--- config.mk ---
export PLATFORM = sky130hd
export DESIGN_NAME = lectura_rtc_ctrl_flat
export DESIGN_NICKNAME = d
export VERILOG_FILES = /design/src/rtl/lectura_rtc_ctrl_if.sv /design/src/rtl/lectura_rtc_ctrl.sv /design/src/flat_wrapper.sv
export SDC_FILE = /design/constraint.sdc
export NUM_CORES = 1
export LEC_CHECK = 0
export BUFFER_PORTS_ARGS = -buffer_cell sky130_fd_sc_hd__buf_2
export CAP_MARGIN = 40
export CORE_ASPECT_RATIO = 0.8
export CORE_UTILIZATION = 50
export CTS_CLUSTER_DIAMETER = 30
export DETAILED_ROUTE_END_ITERATION = 10
export PLACE_DENSITY = 0.75
export SETUP_SLACK_MARGIN = 0.02
export SYNTH_ARGS = -nofsm -noshare
export SYNTH_HDL_FRONTEND = slang
export SYNTH_SLANG_ARGS = --single-unit
export TNS_END_PERCENT = 10
--- constraint.sdc ---
create_clock -name clk -period 2.25 [get_ports clk]
set_input_delay 0.1125 -clock clk [delete_from_list [all_inputs] [get_ports clk]]
set_output_delay 0.1125 -clock clk [all_outputs]
set_load 0.01 [all_outputs]
--- src/rtl/lectura_rtc_ctrl_if.sv ---
// ---------------------------------------------------------------------------
// lectura_rtc_ctrl_if
//
// Purpose: groups the read handshake between the RTC sweep controller and the
// RTC bus driver into one bundle.
//
// Signals:
//   bus_req   1  one-cycle request for a bus read cycle (controller -> driver)
//   bus_addr  8  RTC register address, valid with bus_req and while waiting
//   bus_done  1  one-cycle completion pulse (driver -> controller)
//   bus_dato  8  byte read from the RTC, valid in the bus_done cycle
//
// Modports:
//   master  the sweep controller (drives bus_req/bus_addr)
//   slave   the bus driver (drives bus_done/bus_dato)
// ---------------------------------------------------------------------------
interface lectura_rtc_ctrl_if;
  logic       bus_req;
  logic [7:0] bus_addr;
  logic       bus_done;
  logic [7:0] bus_dato;

  modport master (
    output bus_req,
    output bus_addr,
    input  bus_done,
    input  bus_dato
  );

  modport slave (
    input  bus_req,
    input  bus_addr,
    output bus_done,
    output bus_dato
  );
endinterface

--- src/rtl/lectura_rtc_ctrl.sv ---
// ---------------------------------------------------------------------------
// lectura_rtc_ctrl
//
// Purpose: on a start request, reads a fixed list of RTC registers one after
// the other through an external bus driver and loads each captured byte into
// a register bank (one LL_signal strobe per register). A read that gets no
// bus_done within TIMEOUT_CYC cycles aborts the sweep and raises a sticky
// error flag.
//
// Parameters:
//   TIMEOUT_CYC  max cycles spent waiting for bus_done (1..255, default 255)
//
// Configuration macro:
//   RTC_TIMER_READ_EN  defined   -> sweep covers indices 1..9 (time + timer)
//                      undefined -> sweep covers indices 1..6 (time only)
//
// Ports:
//   clk         system clock, rising edge
//   reset       synchronous active-high reset
//   start       sweep request, sampled only while idle
//   bus         lectura_rtc_ctrl_if.master, handshake to the RTC bus driver
//   reg_select  register-bank index 1..LAST, 0 while idle
//   LL_signal   one-cycle load strobe to the register bank
//   dato_rtc    last captured byte
//   busy        high whenever a sweep is in progress
//   ciclo_fin   one-cycle pulse at the end of every sweep (done or aborted)
//   error       sticky timeout flag, cleared by reset or the next start
// ---------------------------------------------------------------------------
module lectura_rtc_ctrl #(
  parameter int unsigned TIMEOUT_CYC = 255
) (
  input  logic                      clk,
  input  logic                      reset,
  input  logic                      start,
  lectura_rtc_ctrl_if.master        bus,
  output logic [3:0]                reg_select,
  output logic                      LL_signal,
  output logic [7:0]                dato_rtc,
  output logic                      busy,
  output logic                      ciclo_fin,
  output logic                      error
);

`ifdef RTC_TIMER_READ_EN
  localparam logic [3:0] LAST = 4'd9;
`else
  localparam logic [3:0] LAST = 4'd6;
`endif

  // One bit wider than the counter so the limit compare can never wrap.
  localparam logic [8:0] TIMEOUT_W = 9'(TIMEOUT_CYC);

  typedef enum logic [2:0] {
    IDLE,
    REQ,
    WAIT,
    LATCH,
    NEXT,
    DONE
  } state_t;

  state_t     state_q, state_d;
  logic [3:0] index_q, index_d;
  logic [7:0] count_q, count_d;
  logic [7:0] dato_q,  dato_d;
  logic       error_q, error_d;

  // Bank index to RTC register address: 0x21..0x26 are the clock/calendar
  // registers, 0x41..0x43 the timer registers.
  function automatic logic [7:0] addr_map(input logic [3:0] idx);
    logic [7:0] a;
    case (idx)
      4'd1:    a = 8'h21;
      4'd2:    a = 8'h22;
      4'd3:    a = 8'h23;
      4'd4:    a = 8'h24;
      4'd5:    a = 8'h25;
      4'd6:    a = 8'h26;
      4'd7:    a = 8'h41;
      4'd8:    a = 8'h42;
      4'd9:    a = 8'h43;
      default: a = 8'h00;
    endcase
    return a;
  endfunction

  // State and datapath registers.
  always_ff @(posedge clk) begin
    if (reset) begin
      state_q <= IDLE;
      index_q <= 4'd0;
      count_q <= 8'd0;
      dato_q  <= 8'h00;
      error_q <= 1'b0;
    end else begin
      state_q <= state_d;
      index_q <= index_d;
      count_q <= count_d;
      dato_q  <= dato_d;
      error_q <= error_d;
    end
  end

  // Next-state logic. In WAIT the bus_done test comes first so a reply that
  // lands on the last allowed cycle is still accepted rather than timed out.
  always_comb begin
    state_d = state_q;
    index_d = index_q;
    count_d = count_q;
    dato_d  = dato_q;
    error_d = error_q;
    case (state_q)
      IDLE: begin
        if (start) begin
          state_d = REQ;
          index_d = 4'd1;
          count_d = 8'd0;
          error_d = 1'b0;
        end
      end
      REQ: begin
        state_d = WAIT;
      end
      WAIT: begin
        count_d = count_q + 8'd1;
        if (bus.bus_done) begin
          dato_d  = bus.bus_dato;
          state_d = LATCH;
        end else if (({1'b0, count_q} + 9'd1) >= TIMEOUT_W) begin
          error_d = 1'b1;
          state_d = DONE;
        end
      end
      LATCH: begin
        state_d = NEXT;
      end
      NEXT: begin
        count_d = 8'd0;
        if (index_q == LAST) begin
          state_d = DONE;
        end else begin
          index_d = index_q + 4'd1;
          state_d = REQ;
        end
      end
      DONE: begin
        // index is still reported during DONE; park it once back in IDLE.
        index_d = 4'd0;
        state_d = IDLE;
      end
      default: begin
        state_d = IDLE;
      end
    endcase
  end

  // Moore outputs, decoded from the registered state only.
  always_comb begin
    bus.bus_req  = (state_q == REQ);
    bus.bus_addr = 8'h00;
    if ((state_q == REQ) || (state_q == WAIT)) begin
      bus.bus_addr = addr_map(index_q);
    end
    reg_select = (state_q == IDLE) ? 4'd0 : index_q;
    LL_signal  = (state_q == LATCH);
    busy       = (state_q != IDLE);
    ciclo_fin  = (state_q == DONE);
    dato_rtc   = dato_q;
    error      = error_q;
  end

endmodule

--- src/flat_wrapper.sv ---
// flat-port wrapper written by rule: the top's interface ports become plain ports
module lectura_rtc_ctrl_flat 
#(
  parameter int unsigned TIMEOUT_CYC = 255
)
  (clk, reset, start, reg_select, LL_signal, dato_rtc, busy, ciclo_fin, error, bus_bus_req, bus_bus_addr, bus_bus_done, bus_bus_dato);
  lectura_rtc_ctrl_if bus_i ();
  input  logic clk;
  input  logic reset;
  input  logic start;
  output logic [3:0] reg_select;
  output logic LL_signal;
  output logic [7:0] dato_rtc;
  output logic busy;
  output logic ciclo_fin;
  output logic error;
  output wire logic [$bits(bus_i.bus_req)-1:0] bus_bus_req;
  output wire logic [$bits(bus_i.bus_addr)-1:0] bus_bus_addr;
  input wire logic [$bits(bus_i.bus_done)-1:0] bus_bus_done;
  input wire logic [$bits(bus_i.bus_dato)-1:0] bus_bus_dato;
  assign bus_bus_req = bus_i.bus_req;
  assign bus_bus_addr = bus_i.bus_addr;
  assign bus_i.bus_done = bus_bus_done;
  assign bus_i.bus_dato = bus_bus_dato;
  lectura_rtc_ctrl #(.TIMEOUT_CYC(TIMEOUT_CYC)) u_core (.clk(clk), .reset(reset), .start(start), .bus(bus_i), .reg_select(reg_select), .LL_signal(LL_signal), .dato_rtc(dato_rtc), .busy(busy), .ciclo_fin(ciclo_fin), .error(error));
endmodule
==> flow_summary_export.csv <==
group,metric,value,unit
synthesis,synth-edff-count,0,
synthesis,async_flop_share,0,%
critical_path,criticalPathCategory,"reg2reg",
synthesis,synth_area_leaders,"dfxtp_1 37%, nand2_1 6.4%, a21oi_1 6.0%, nor2_1 4.7%, nor2b_1 4.3%",
hold_path,min_path_type,"in2reg",
synthesis,synthCells,202,
global_route,first_global_vias,1233,
place,portBuffers,33,
pwr,ir_worst_vdd,0.000490,V
sta,maxSlewViolCount,0,
clock_tree,clk_latency,0.28,ns
synthesis,syn_avg_cell_area,7.85,sq um
sta,rsz0062_at_grt,"false",
finish,num-fill-cells,267,
global_route,track_usage,22.3,%
clock_tree,path_clk_slew,0.06,ns
global_route,gr-total-overflow,0,
critical_path,critical_path_required,2.43,ns
die,core_area,2890,sq um
global_route,grt_pass1_wl,5.75,mm
synthesis,ys_seq_elements,29,
pwr,powerDensity,750,nW/um^2
critical_path,endpoint_kind,"flip-flop",
clock_tree,postCtsHoldBufs,0,
die,dieWidth,65.0,um
critical_path,path_cells,"inv_1, ha_1, and3b_4, a221oi_4, o221ai_1, inv_1, nand2b_1, a21o_1",
critical_path,crit_fanout,7,
detailed_routing,drtAntennaViolNets,0,
detailed_routing,wl_per_cell,12.1,um
critical_path,crit_arrival,2.18,ns
die,start_util,54.8,%
clock_tree,cts.sinks,29,
detailed_routing,drc,0,
pwr,total_power,1.40,mW
global_route,antenna_found_initial,0,
synthesis,synth_warnings,0,
finish,antenna_cells,0,
die,die_h,52.4,um
sta,tightestPinTransition,0.603,ns
detailed_routing,drt_iter0_markers,91,
sta,final-hold-violation-count,0,
sta,finalClockSkew,0.00573,ns
sta,finalSetupTns,0,ns
job,max_cap_viol_count,0,
die,core.rowCount,17,
critical_path,cp_slowest_stage_delay,0.44,ns
synthesis,synth_top_area_share,36.6,%
place,place_hpwl,2.33,mm
outcome,status,"finished clean",
synthesis,synthDistinctLibCells,46,
finish,syn2layout_area_growth,18.0,%
clock_tree,ctsResizeCount,0,
clock_tree,tritoncts,"done",
sta,final-setup-viol-count,0,
clock_tree,cts_inserted_buffers,5,
critical_path,crit_path_top_delay_cell,"dfxtp_1",
detailed_routing,drt_first_pass_iters,4,
detailed_routing,wl,3.31,mm
sta,maxSlewHeadroom,59.5,%
synthesis,synth_ff_type,"dfxtp_1",
clock_tree,htreeDepth,2,
critical_path,start_kind,"flip-flop",
detailed_routing,dr_total_vias,1435,
synthesis,syn_area,1590,sq um
global_route,grt_start_max_net_pins,28,
synthesis,seq_area_frac_synth,36.6,%
pwr,p_leak,0.823,nW
sta,fmax,0.498,GHz
sta,period_needed,2.01,ns
detailed_routing,vias_per_cell,5.26,
clock_tree,cts_setup_buffers,0,
place,place.gp.congestion,0.907,
critical_path,cpMostUsedCell,"inv_1",
synthesis,synth.largest_area_cell,"dfxtp_1",
clock_tree,cts_buffer_depth,2,
die,num_io_pins,37,
finish,layout-drive-gt1-share,21.3,%
finish,nNetsFinal,250,
clock_tree,clockRootBuffer,"clkbuf_8",
die,die_area,3400,sq um
sta,fin_crit_sh,89.3,%
[layout by cell type (no fill, tap or decap), drive strengths merged, types with 2 or more instances in the layout]
cell    instances
a22oi           2
nor3            7
clkbuf          7
ha              4
inv             8
a21o            2
a211oi          4
nor4            3
a21oi          19
o21ai           7
nand2          27
buf            36
nor2           21
and2            2
and3            8
nand2b          2
nand3           7
nor2b          11
conb            3
dfxtp          29
xnor2           5
[Yosys cell counts, types with 2 or more instances]
| master | n |
|---|---|
| xnor2_1 | 5 |
| and3_1 | 8 |
| ha_1 | 4 |
| a21o_1 | 2 |
| a211oi_1 | 3 |
| inv_1 | 8 |
| o21ai_1 | 2 |
| o21ai_0 | 5 |
| nor3_1 | 7 |
| a21oi_1 | 19 |
| nand2_1 | 27 |
| nor4_1 | 3 |
| buf_2 | 2 |
| clkbuf_1 | 4 |
| nand3_1 | 7 |
| and2_1 | 2 |
| nor2b_1 | 11 |
| nor2_1 | 20 |
| a22oi_1 | 2 |
| nand2b_1 | 2 |
| buf_4 | 6 |
| dfxtp_1 | 29 |
[layer usage]
layer	routed length (um)	share of wire, %	vias up	global-route usage (%)
li1	-	-	758	-
met1	1720	52	626	32.1
met2	1310	40	49	32.1
met3	256	7.7	2	7.17
met4	21	0.63	0	4.07
met5	0	0	-	0
[cells by family (layout without fill, tap and decap cells)]
kind of cell	count (synthesis)	after routing	share of synthesized area (%)
AO/OA/AOI/OAI	46	46	19.9
flip-flops	29	29	36.6
XOR/XNOR	6	6	3.31
other	1	3	0.237
adder cells (fa/ha/maj)	4	4	3.16
multiplexers	1	1	0.631
buffers and inverters	21	52	6.55
AND/OR/NAND/NOR	94	94	29.6
[stage by stage]
stage / worst slack, ns / area (sq um) / util (%) / hold WS (ns) / std cells
after detailed placement: 0.295 / 1750 / 60.6 / 0.337 / 265
after CTS: 0.262 / 1870 / 64.7 / 0.0359 / 273
after global placement: 0.336 / 1750 / 60.6 / 0.340 / 265
after floorplan: 0.497 / 1590 / - / 0.209 / 204
final: 0.241 / 1870 / 64.7 / 0.0391 / 273
after global routing: 0.0586 / 1870 / 64.7 / 0.0449 / 273
[worst max-delay path: cells and delay by family (launching register included)]
kind | cells | cell delay [ns]
buffers and inverters | 2 | 0.24
AOI/OAI and AO/OA | 3 | 0.76
adders and majority gates | 1 | 0.20
DFF | 1 | 0.44
and+or+nand+nor | 2 | 0.27
[final timing paths]
kind	cells after the start	slack, ns	from	to
max	8	0.24	u_core.index_q[0]	flip-flop
min	2	0.04	start	u_core.error
max reg2reg	8	0.24	u_core.index_q[0]	flip-flop
min reg2reg	2	0.45	u_core.dato_rtc[0]	u_core.dato_rtc[0]
[power by group]
part / internal (mW) / total [mW] / switching [mW]
registers: 0.542 / 0.572 / 0.0300
logic: 0.107 / 0.271 / 0.165
clock network: 0.361 / 0.560 / 0.199
[area by class of cell]
type | count | area [sq um] | area share (%)
Multi-Input combinational cell | 154 | 908 | 48.6
Inverter | 8 | 30.0 | 1.61
Timing Repair Buffer | 36 | 188 | 10.0
Sequential cell | 29 | 581 | 31.0
Clock inverter | 1 | 30.0 | 1.61
Clock buffer | 7 | 86.3 | 4.62
Tap cell | 38 | 47.5 | 2.54
No activity file was read; power rests on OpenSTA's default activity.
